$ cat config.mk
export PLATFORM = sky130hd
export DESIGN_NAME = dma_mem_responder_flat
export DESIGN_NICKNAME = d
export VERILOG_FILES = /design/src/rtl/dma_mem_responder_if.sv /design/src/rtl/dma_mem_responder.sv /design/src/flat_wrapper.sv
export SDC_FILE = /design/constraint.sdc
export NUM_CORES = 1
export LEC_CHECK = 0
export ABC_AREA = 1
export ABC_CLOCK_PERIOD_IN_PS = 1800
export BUFFER_PORTS_ARGS = -buffer_cell sky130_fd_sc_hd__buf_2
export CAP_MARGIN = 25
export CORE_MARGIN = 5
export CORE_UTILIZATION = 43
export DETAILED_ROUTE_END_ITERATION = 12
export GPL_TIMING_DRIVEN = 0
export PLACE_DENSITY = 0.79
export REMOVE_ABC_BUFFERS = 1
export SETUP_SLACK_MARGIN = 0.02
export SLEW_MARGIN = 0
export SYNTH_ARGS = -nofsm -noshare
export SYNTH_HDL_FRONTEND = slang
export SYNTH_SLANG_ARGS = --single-unit
$ cat constraint.sdc
create_clock -name clock -period 1.8 [get_ports clock]
set_input_delay 0.36 -clock clock [delete_from_list [all_inputs] [get_ports clock]]
set_output_delay 0.36 -clock clock [all_outputs]
set_load 0.02 [all_outputs]
$ cat src/rtl/dma_mem_responder_if.sv
// Signal bundle between the DMA master, the responder and the external word memory.
// The master holds address/cs/write/data stable while waitreq is high.
interface dma_mem_responder_if #(
    parameter int MEM_ADDR_W = 20
);
    logic [31:0]           ics_dma_address_i;
    logic                  ics_dma_cs_i;
    logic                  ics_dma_write_i;
    logic [31:0]           ics_dma_writedata_i;
    logic [31:0]           ics_dma_readdata_o;
    logic                  ics_dma_waitreq_o;
    logic [MEM_ADDR_W-1:0] mem_address_o;
    logic                  mem_read_o;
    logic                  mem_write_o;
    logic [31:0]           mem_writedata_o;
    logic [31:0]           mem_readdata_i;

    modport slave (
        input  ics_dma_address_i, ics_dma_cs_i, ics_dma_write_i, ics_dma_writedata_i, mem_readdata_i,
        output ics_dma_readdata_o, ics_dma_waitreq_o, mem_address_o, mem_read_o, mem_write_o, mem_writedata_o
    );

    modport master (
        output ics_dma_address_i, ics_dma_cs_i, ics_dma_write_i, ics_dma_writedata_i,
        input  ics_dma_readdata_o, ics_dma_waitreq_o
    );

    modport memory (
        input  mem_address_o, mem_read_o, mem_write_o, mem_writedata_o,
        output mem_readdata_i
    );
endinterface

$ cat src/rtl/dma_mem_responder.sv
// DMA responder for a fixed-latency word memory: writes accept in one cycle, reads stall RD_LATENCY+1 cycles.
// DMA_RSP_PREFETCH_EN adds a PF_DEPTH-entry sequential read-ahead window (hits return with no stall).
module dma_mem_responder #(
    parameter int MEM_ADDR_W = 20,
    parameter int RD_LATENCY = 2,
    parameter int PF_DEPTH   = 4
) (
    input  logic               clock,
    input  logic               reset,
    dma_mem_responder_if.slave bus
);

    logic [MEM_ADDR_W-1:0] w_addr;
    logic                  w_rd_req;
    logic                  w_wr_req;
    logic                  w_issue;
    logic [MEM_ADDR_W-1:0] w_issue_addr;
    logic                  w_mem_write;
    logic                  w_rd_done;
    logic [31:0]           w_rd_data;
    logic                  w_waitreq;
    logic                  w_ret;
    logic [RD_LATENCY-1:0] r_inflight;
    logic [31:0]           r_last_rdata;

    assign w_addr   = bus.ics_dma_address_i[MEM_ADDR_W-1:0];
    assign w_rd_req = bus.ics_dma_cs_i & ~bus.ics_dma_write_i;
    assign w_wr_req = bus.ics_dma_cs_i & bus.ics_dma_write_i;
    assign w_ret    = r_inflight[RD_LATENCY-1];

    // One bit per issued read; the top bit marks the cycle its data is on mem_readdata_i.
    always_ff @(posedge clock) begin
        if (reset) begin
            r_inflight   <= '0;
            r_last_rdata <= '0;
        end else begin
            r_inflight <= (r_inflight << 1) | RD_LATENCY'(w_issue);
            if (w_rd_done) r_last_rdata <= w_rd_data;
        end
    end

    assign bus.ics_dma_waitreq_o  = w_waitreq;
    assign bus.ics_dma_readdata_o = reset ? '0 : (w_rd_done ? w_rd_data : r_last_rdata);
    assign bus.mem_address_o      = reset ? '0 : w_issue_addr;
    assign bus.mem_read_o         = w_issue;
    assign bus.mem_write_o        = w_mem_write;
    assign bus.mem_writedata_o    = bus.ics_dma_writedata_i;

`ifdef DMA_RSP_PREFETCH_EN
    localparam int PTR_W   = (PF_DEPTH > 1) ? $clog2(PF_DEPTH) : 1;
    localparam int CNT_W   = $clog2(PF_DEPTH + 1);
    // Wide enough that a return can never see its epoch value come round again.
    localparam int EPOCH_W = $clog2(RD_LATENCY + 1) + 1;

    logic [MEM_ADDR_W-1:0] r_tag [PF_DEPTH];
    logic [31:0]           r_data [PF_DEPTH];
    logic [PF_DEPTH-1:0]   r_dv;
    logic [PTR_W-1:0]      r_rd_ptr;
    logic [PTR_W-1:0]      r_wr_ptr;
    logic [CNT_W-1:0]      r_count;
    logic [EPOCH_W-1:0]    r_epoch;
    logic [EPOCH_W-1:0]    r_pipe_epoch [RD_LATENCY];
    logic [PTR_W-1:0]      r_pipe_slot [RD_LATENCY];
    logic [MEM_ADDR_W-1:0] r_pf_addr;
    logic                  r_pf_active;
    logic                  w_hit;
    logic                  w_room;
    logic                  w_miss;
    logic                  w_flush;
    logic                  w_pop;

    function automatic logic [PTR_W-1:0] ptr_inc(input logic [PTR_W-1:0] p);
        return (p == PTR_W'(PF_DEPTH - 1)) ? '0 : p + 1'b1;
    endfunction

    assign w_room = r_count < CNT_W'(PF_DEPTH);
    assign w_hit  = (r_count != '0) && (r_tag[r_rd_ptr] == w_addr);

    always_comb begin
        w_issue      = 1'b0;
        w_issue_addr = w_addr;
        w_mem_write  = 1'b0;
        w_rd_done    = 1'b0;
        w_rd_data    = r_data[r_rd_ptr];
        w_waitreq    = bus.ics_dma_cs_i;
        w_miss       = 1'b0;
        w_flush      = 1'b0;
        w_pop        = 1'b0;
        if (reset) begin
            w_waitreq = 1'b1;
        end else if (w_wr_req) begin
            w_mem_write = 1'b1;
            w_flush     = 1'b1;
            w_waitreq   = 1'b0;
        end else if (w_rd_req && !w_hit) begin
            w_miss  = 1'b1;
            w_flush = 1'b1;
            w_issue = 1'b1;
        end else begin
            if (w_rd_req && r_dv[r_rd_ptr]) begin
                w_rd_done = 1'b1;
                w_pop     = 1'b1;
                w_waitreq = 1'b0;
            end
            if (r_pf_active && w_room) begin
                w_issue      = 1'b1;
                w_issue_addr = r_pf_addr;
            end
        end
    end

    always_ff @(posedge clock) begin
        if (reset) begin
            r_dv        <= '0;
            r_rd_ptr    <= '0;
            r_wr_ptr    <= '0;
            r_count     <= '0;
            r_epoch     <= '0;
            r_pf_active <= 1'b0;
            r_pf_addr   <= '0;
        end else begin
            // Returns from before the last flush carry an old epoch and are dropped.
            if (w_ret && (r_pipe_epoch[RD_LATENCY-1] == r_epoch)) begin
                r_data[r_pipe_slot[RD_LATENCY-1]] <= bus.mem_readdata_i;
                r_dv[r_pipe_slot[RD_LATENCY-1]]   <= 1'b1;
            end
            if (w_flush) begin
                r_epoch  <= r_epoch + 1'b1;
                r_rd_ptr <= '0;
                if (w_miss) begin
                    r_tag[0]    <= w_addr;
                    r_dv[0]     <= 1'b0;
                    r_wr_ptr    <= ptr_inc('0);
                    r_count     <= CNT_W'(1);
                    r_pf_active <= 1'b1;
                    r_pf_addr   <= w_addr + 1'b1;
                end else begin
                    r_wr_ptr    <= '0;
                    r_count     <= '0;
                    r_pf_active <= 1'b0;
                end
            end else begin
                if (w_issue) begin
                    r_tag[r_wr_ptr] <= r_pf_addr;
                    r_dv[r_wr_ptr]  <= 1'b0;
                    r_wr_ptr        <= ptr_inc(r_wr_ptr);
                    r_pf_addr       <= r_pf_addr + 1'b1;
                end
                if (w_pop) r_rd_ptr <= ptr_inc(r_rd_ptr);
                r_count <= r_count + CNT_W'(w_issue) - CNT_W'(w_pop);
            end
        end
    end

    always_ff @(posedge clock) begin
        r_pipe_epoch[0] <= w_flush ? r_epoch + 1'b1 : r_epoch;
        r_pipe_slot[0]  <= w_flush ? '0 : r_wr_ptr;
        for (int i = 1; i < RD_LATENCY; i++) begin
            r_pipe_epoch[i] <= r_pipe_epoch[i-1];
            r_pipe_slot[i]  <= r_pipe_slot[i-1];
        end
    end
`else
    typedef enum logic [1:0] {IDLE, WAIT, RESP} state_t;

    state_t                r_state;
    state_t                w_state_nxt;
    logic [31:0]           r_rdata_q;
    logic [MEM_ADDR_W-1:0] r_rd_addr;

    always_ff @(posedge clock) begin
        if (reset) r_state <= IDLE;
        else       r_state <= w_state_nxt;
    end

    always_ff @(posedge clock) begin
        if (reset) begin
            r_rdata_q <= '0;
            r_rd_addr <= '0;
        end else begin
            if (w_issue) r_rd_addr <= w_addr;
            if ((r_state == WAIT) && w_ret) r_rdata_q <= bus.mem_readdata_i;
        end
    end

    always_comb begin
        w_state_nxt  = r_state;
        w_issue      = 1'b0;
        w_issue_addr = w_addr;
        w_mem_write  = 1'b0;
        w_rd_done    = 1'b0;
        w_rd_data    = r_rdata_q;
        w_waitreq    = bus.ics_dma_cs_i;
        if (reset) begin
            w_waitreq   = 1'b1;
            w_state_nxt = IDLE;
        end else begin
            case (r_state)
                IDLE: begin
                    if (w_wr_req) begin
                        w_mem_write = 1'b1;
                        w_waitreq   = 1'b0;
                    end else if (w_rd_req) begin
                        w_issue     = 1'b1;
                        w_state_nxt = WAIT;
                    end
                end
                WAIT: if (w_ret) w_state_nxt = RESP;
                RESP: begin
                    // Data is only handed to the read that fetched it; anything else restarts from IDLE.
                    w_state_nxt = IDLE;
                    if (w_rd_req && (w_addr == r_rd_addr)) begin
                        w_rd_done = 1'b1;
                        w_waitreq = 1'b0;
                    end
                end
                default: w_state_nxt = IDLE;
            endcase
        end
    end
`endif

endmodule

$ cat src/flat_wrapper.sv
// flat-port wrapper written by rule: the top's interface ports become plain ports
module dma_mem_responder_flat 
#(
    parameter int MEM_ADDR_W = 20,
    parameter int RD_LATENCY = 2,
    parameter int PF_DEPTH   = 4
)
  (clock, reset, bus_ics_dma_address_i, bus_ics_dma_cs_i, bus_ics_dma_write_i, bus_ics_dma_writedata_i, bus_mem_readdata_i, bus_ics_dma_readdata_o, bus_ics_dma_waitreq_o, bus_mem_address_o, bus_mem_read_o, bus_mem_write_o, bus_mem_writedata_o);
  dma_mem_responder_if #(.MEM_ADDR_W(MEM_ADDR_W)) bus_i ();
  input  logic clock;
  input  logic reset;
  input wire logic [$bits(bus_i.ics_dma_address_i)-1:0] bus_ics_dma_address_i;
  input wire logic [$bits(bus_i.ics_dma_cs_i)-1:0] bus_ics_dma_cs_i;
  input wire logic [$bits(bus_i.ics_dma_write_i)-1:0] bus_ics_dma_write_i;
  input wire logic [$bits(bus_i.ics_dma_writedata_i)-1:0] bus_ics_dma_writedata_i;
  input wire logic [$bits(bus_i.mem_readdata_i)-1:0] bus_mem_readdata_i;
  output wire logic [$bits(bus_i.ics_dma_readdata_o)-1:0] bus_ics_dma_readdata_o;
  output wire logic [$bits(bus_i.ics_dma_waitreq_o)-1:0] bus_ics_dma_waitreq_o;
  output wire logic [$bits(bus_i.mem_address_o)-1:0] bus_mem_address_o;
  output wire logic [$bits(bus_i.mem_read_o)-1:0] bus_mem_read_o;
  output wire logic [$bits(bus_i.mem_write_o)-1:0] bus_mem_write_o;
  output wire logic [$bits(bus_i.mem_writedata_o)-1:0] bus_mem_writedata_o;
  assign bus_i.ics_dma_address_i = bus_ics_dma_address_i;
  assign bus_i.ics_dma_cs_i = bus_ics_dma_cs_i;
  assign bus_i.ics_dma_write_i = bus_ics_dma_write_i;
  assign bus_i.ics_dma_writedata_i = bus_ics_dma_writedata_i;
  assign bus_i.mem_readdata_i = bus_mem_readdata_i;
  assign bus_ics_dma_readdata_o = bus_i.ics_dma_readdata_o;
  assign bus_ics_dma_waitreq_o = bus_i.ics_dma_waitreq_o;
  assign bus_mem_address_o = bus_i.mem_address_o;
  assign bus_mem_read_o = bus_i.mem_read_o;
  assign bus_mem_write_o = bus_i.mem_write_o;
  assign bus_mem_writedata_o = bus_i.mem_writedata_o;
  dma_mem_responder #(.MEM_ADDR_W(MEM_ADDR_W), .RD_LATENCY(RD_LATENCY), .PF_DEPTH(PF_DEPTH)) u_core (.clock(clock), .reset(reset), .bus(bus_i));
endmodule
==> results.toml <==
[run_status]
status = "complete, but fails checks"
violations = "setup timing"

[logic_synthesis]
yosysSeqAreaShare_pct = 41.13
ys_types = 26
synth-seq-cells = 88
synth.avg_cell_area_sq_um = 6.897
syn_inst = 621
synth_area_sq_um = 4283
yosys_warnings = 0

[detailed_routing]
drc = 0
post_drt_wl_per_cell_microns = 16.86
drtAntennaViolNets = 0
routed_wl_microns = 14350
vias_per_cell = 5.101
vias = 4341
dr.first_iter.drc_count = 333
drt-pass1-iter-count = 5

[cts]
clk_pin_slew_ps = 100
cts_tree = "built"
clk_latency_ps = 350
cts_made_buffers = 9
h-tree-depth = 3
cts_root_buffer = "clkbuf_8"
cts_sinks = 88
clockBufferDepth = 2

[finish]
final_cell_mix = "nand2_1 (93), buf_2 (80), dfxtp_1 (71), nor2_1 (67), nand2_2 (66)"
syn_to_final_growth_pct = 36.20
final_net_count = 813
final_cells = 851
layout_commonest_cell = "nand2_1"
drive_above_1_share_pct = 41.09
n_antenna_cell = 0

[setup_path]
r2r_slack_ps = 120
setup.worst_path.start = "u_core.r_rd_addr[7]"
worstSetupEndpointType = "output pin"
reg2reg_to = "u_core.r_rdata_q[25]"
r2r_cells = 7
crit_required_ps = 1440
worstPathArrival_ps = 2000
r2r_start = "u_core.r_state[0]"
path_class = "flip-flop to output pin"
crit_path_start_kind = "flip-flop"
path_max_fanout = 8

[timing]
fin_skew_ps = 15.83
clock.fmax_ghz = 0.4232
setup_viol = 33
fin_setup_tns_ps = -16700
max_slew.worst_pin.slew_ps = 706.9
maxSlewViolCount = 0
setup_ws_ps = -563.0
period_share_pct = 131.3
fin_crit_ps = 2363
hold_slack_ps = 267.9
hold_violations = 0
max_slew_margin_pct = 52.82
rsz0062_at_grt = "true"

[placed_design]
placedCellCount = 801
hpwl_microns = 8202
gp_congestion = 0.8244
portBuffers = 110
dp_slack_ps = -1270

[pwr]
p_total_mw = 3.990
p_leak_nw = 2.545
power_density_nw_per_um2 = 684.1
irDropWorstVdd_mv = 0.3863

[job]
maxCapViolations = 0

[hold_path]
hold_end = "u_core.r_rdata_q[28]"
min_path_type = "input pin to flip-flop"
hp-start = "bus_mem_readdata_i[28]"
hold_depth = 3

[floorplan]
pin_count = 187
die_w_microns = 109.8
die_area_sq_um = 12060
core-area_sq_um = 9729
die_height_microns = 109.8
rows = 36
initial_core_util_pct = 44.02

[global_routing]
antenna_found_initial = 0
grt_pass1_wl_microns = 21580
grt_max_degree = 59
grt_pass1_vias = 4175
grtUsageTotal_pct = 23.37
overflow = 0
repair_timing:
item                                   CTS  global route
endpoints found under the hold margin    0             0
pin swaps                               23            27
setup endpoints to repair               97            67
buffers inserted                        22             5
resized for setup                      116            76
hold buffers                             0             0
cloned                                   6             1
report_power, final:
part           switching (mW)  leakage, nW  internal (mW)  total [mW]
Sequential             0.0270        0.719           1.98        2.01
Clock                   0.769        0.102          0.660        1.43
Combinational           0.337         1.72          0.216       0.554
critical path: stages, from the launching register on:
cell and delay [ps]:
dfxtp_2 350, inv_2 40, nand2_2 60, nand2_2 60
nor2_4 170, nand2_2 90, nor2_4 140, buf_6 130
nand4_4 130, clkbuf_16 210, nand2_2 60, nand2_2 70
buf_6 130
final cells by class:
cell class,count,area (sq um)
Timing Repair Buffer,144,1235
Inverter,78,292.8
Fill cell,915,3896
Clock inverter,7,80.08
Clock buffer,9,123.9
Tap cell,133,166.4
Multi-Input combinational cell,392,2152
Sequential cell,88,1783
metal layers:
layer	track usage, %	vias up	share of wire [%]
li1	-	2134	-
met1	32.33	1981	44
met2	34.14	192	46
met3	7.105	32	7.9
met4	7.658	2	2.3
met5	4.464	-	0.29
stage by stage:
stage / cell area, sq um / utilization, %
2_1_floorplan: 3847 / -
3_3_place_gp: 4564 / 46.91
3_5_place_dp: 4684 / 48.15
4_1_cts: 5557 / 57.11
5_1_grt: 5833 / 59.95
6_report: 5833 / 59.95
Yosys cell counts:
library cell | n | area (sq um)
inv_1 | 68 | 255.2
nand4_1 | 36 | 225.2
xor2_1 | 2 | 17.52
nor2_2 | 4 | 25.02
xnor2_1 | 3 | 26.28
buf_4 | 32 | 240.2
nor2_4 | 3 | 33.78
inv_2 | 10 | 37.54
nand3_1 | 40 | 200.2
o21ai_0 | 6 | 30.03
nand2_1 | 160 | 600.6
nand4_4 | 1 | 21.27
nand3b_1 | 1 | 7.510
buf_2 | 15 | 75.07
nor2_1 | 76 | 285.3
buf_6 | 6 | 67.56
o41ai_1 | 1 | 8.760
xnor2_2 | 1 | 16.27
o211ai_1 | 1 | 7.510
nand2_2 | 1 | 6.260
buf_1 | 2 | 7.510
clkbuf_1 | 12 | 45.04
o21ai_1 | 2 | 10.01
a21oi_1 | 33 | 165.2
dfxtp_1 | 88 | 1762
o22ai_1 | 17 | 106.4
worst max-delay path by stage:
stage,slack (ps),cells after the start,endpoint
global placement,-2320,5,u_core.r_rdata_q[26]
finish,-560,12,bus_ics_dma_readdata_o[27]
floorplan,-780,5,u_core.r_rdata_q[0]
global route,-660,12,bus_ics_dma_readdata_o[27]
detailed placement,-1270,11,bus_ics_dma_readdata_o[1]
CTS,-510,9,bus_ics_dma_readdata_o[22]
kinds of logic (layout without fill, tap and decap cells):
family / Yosys count / count (layout) / share of synthesized area [%]
AND/OR/NAND/NOR: 322 / 326 / 32.81
XOR/XNOR: 6 / 6 / 1.403
buffers and inverters: 145 / 238 / 17.00
flip-flops: 88 / 88 / 41.13
AO/OA/AOI/OAI: 60 / 60 / 7.654
registers in the layout, summed over array words and instances (netlist names):
| signal | flops |
|---|---|
| u_core.r_state | 2 |
| u_core.r_inflight | 2 |
| u_core.r_last_rdata | 32 |
| u_core.r_rd_addr | 20 |
| u_core.r_rdata_q | 32 |
Note: power is estimated with default switching activity, not from simulation.
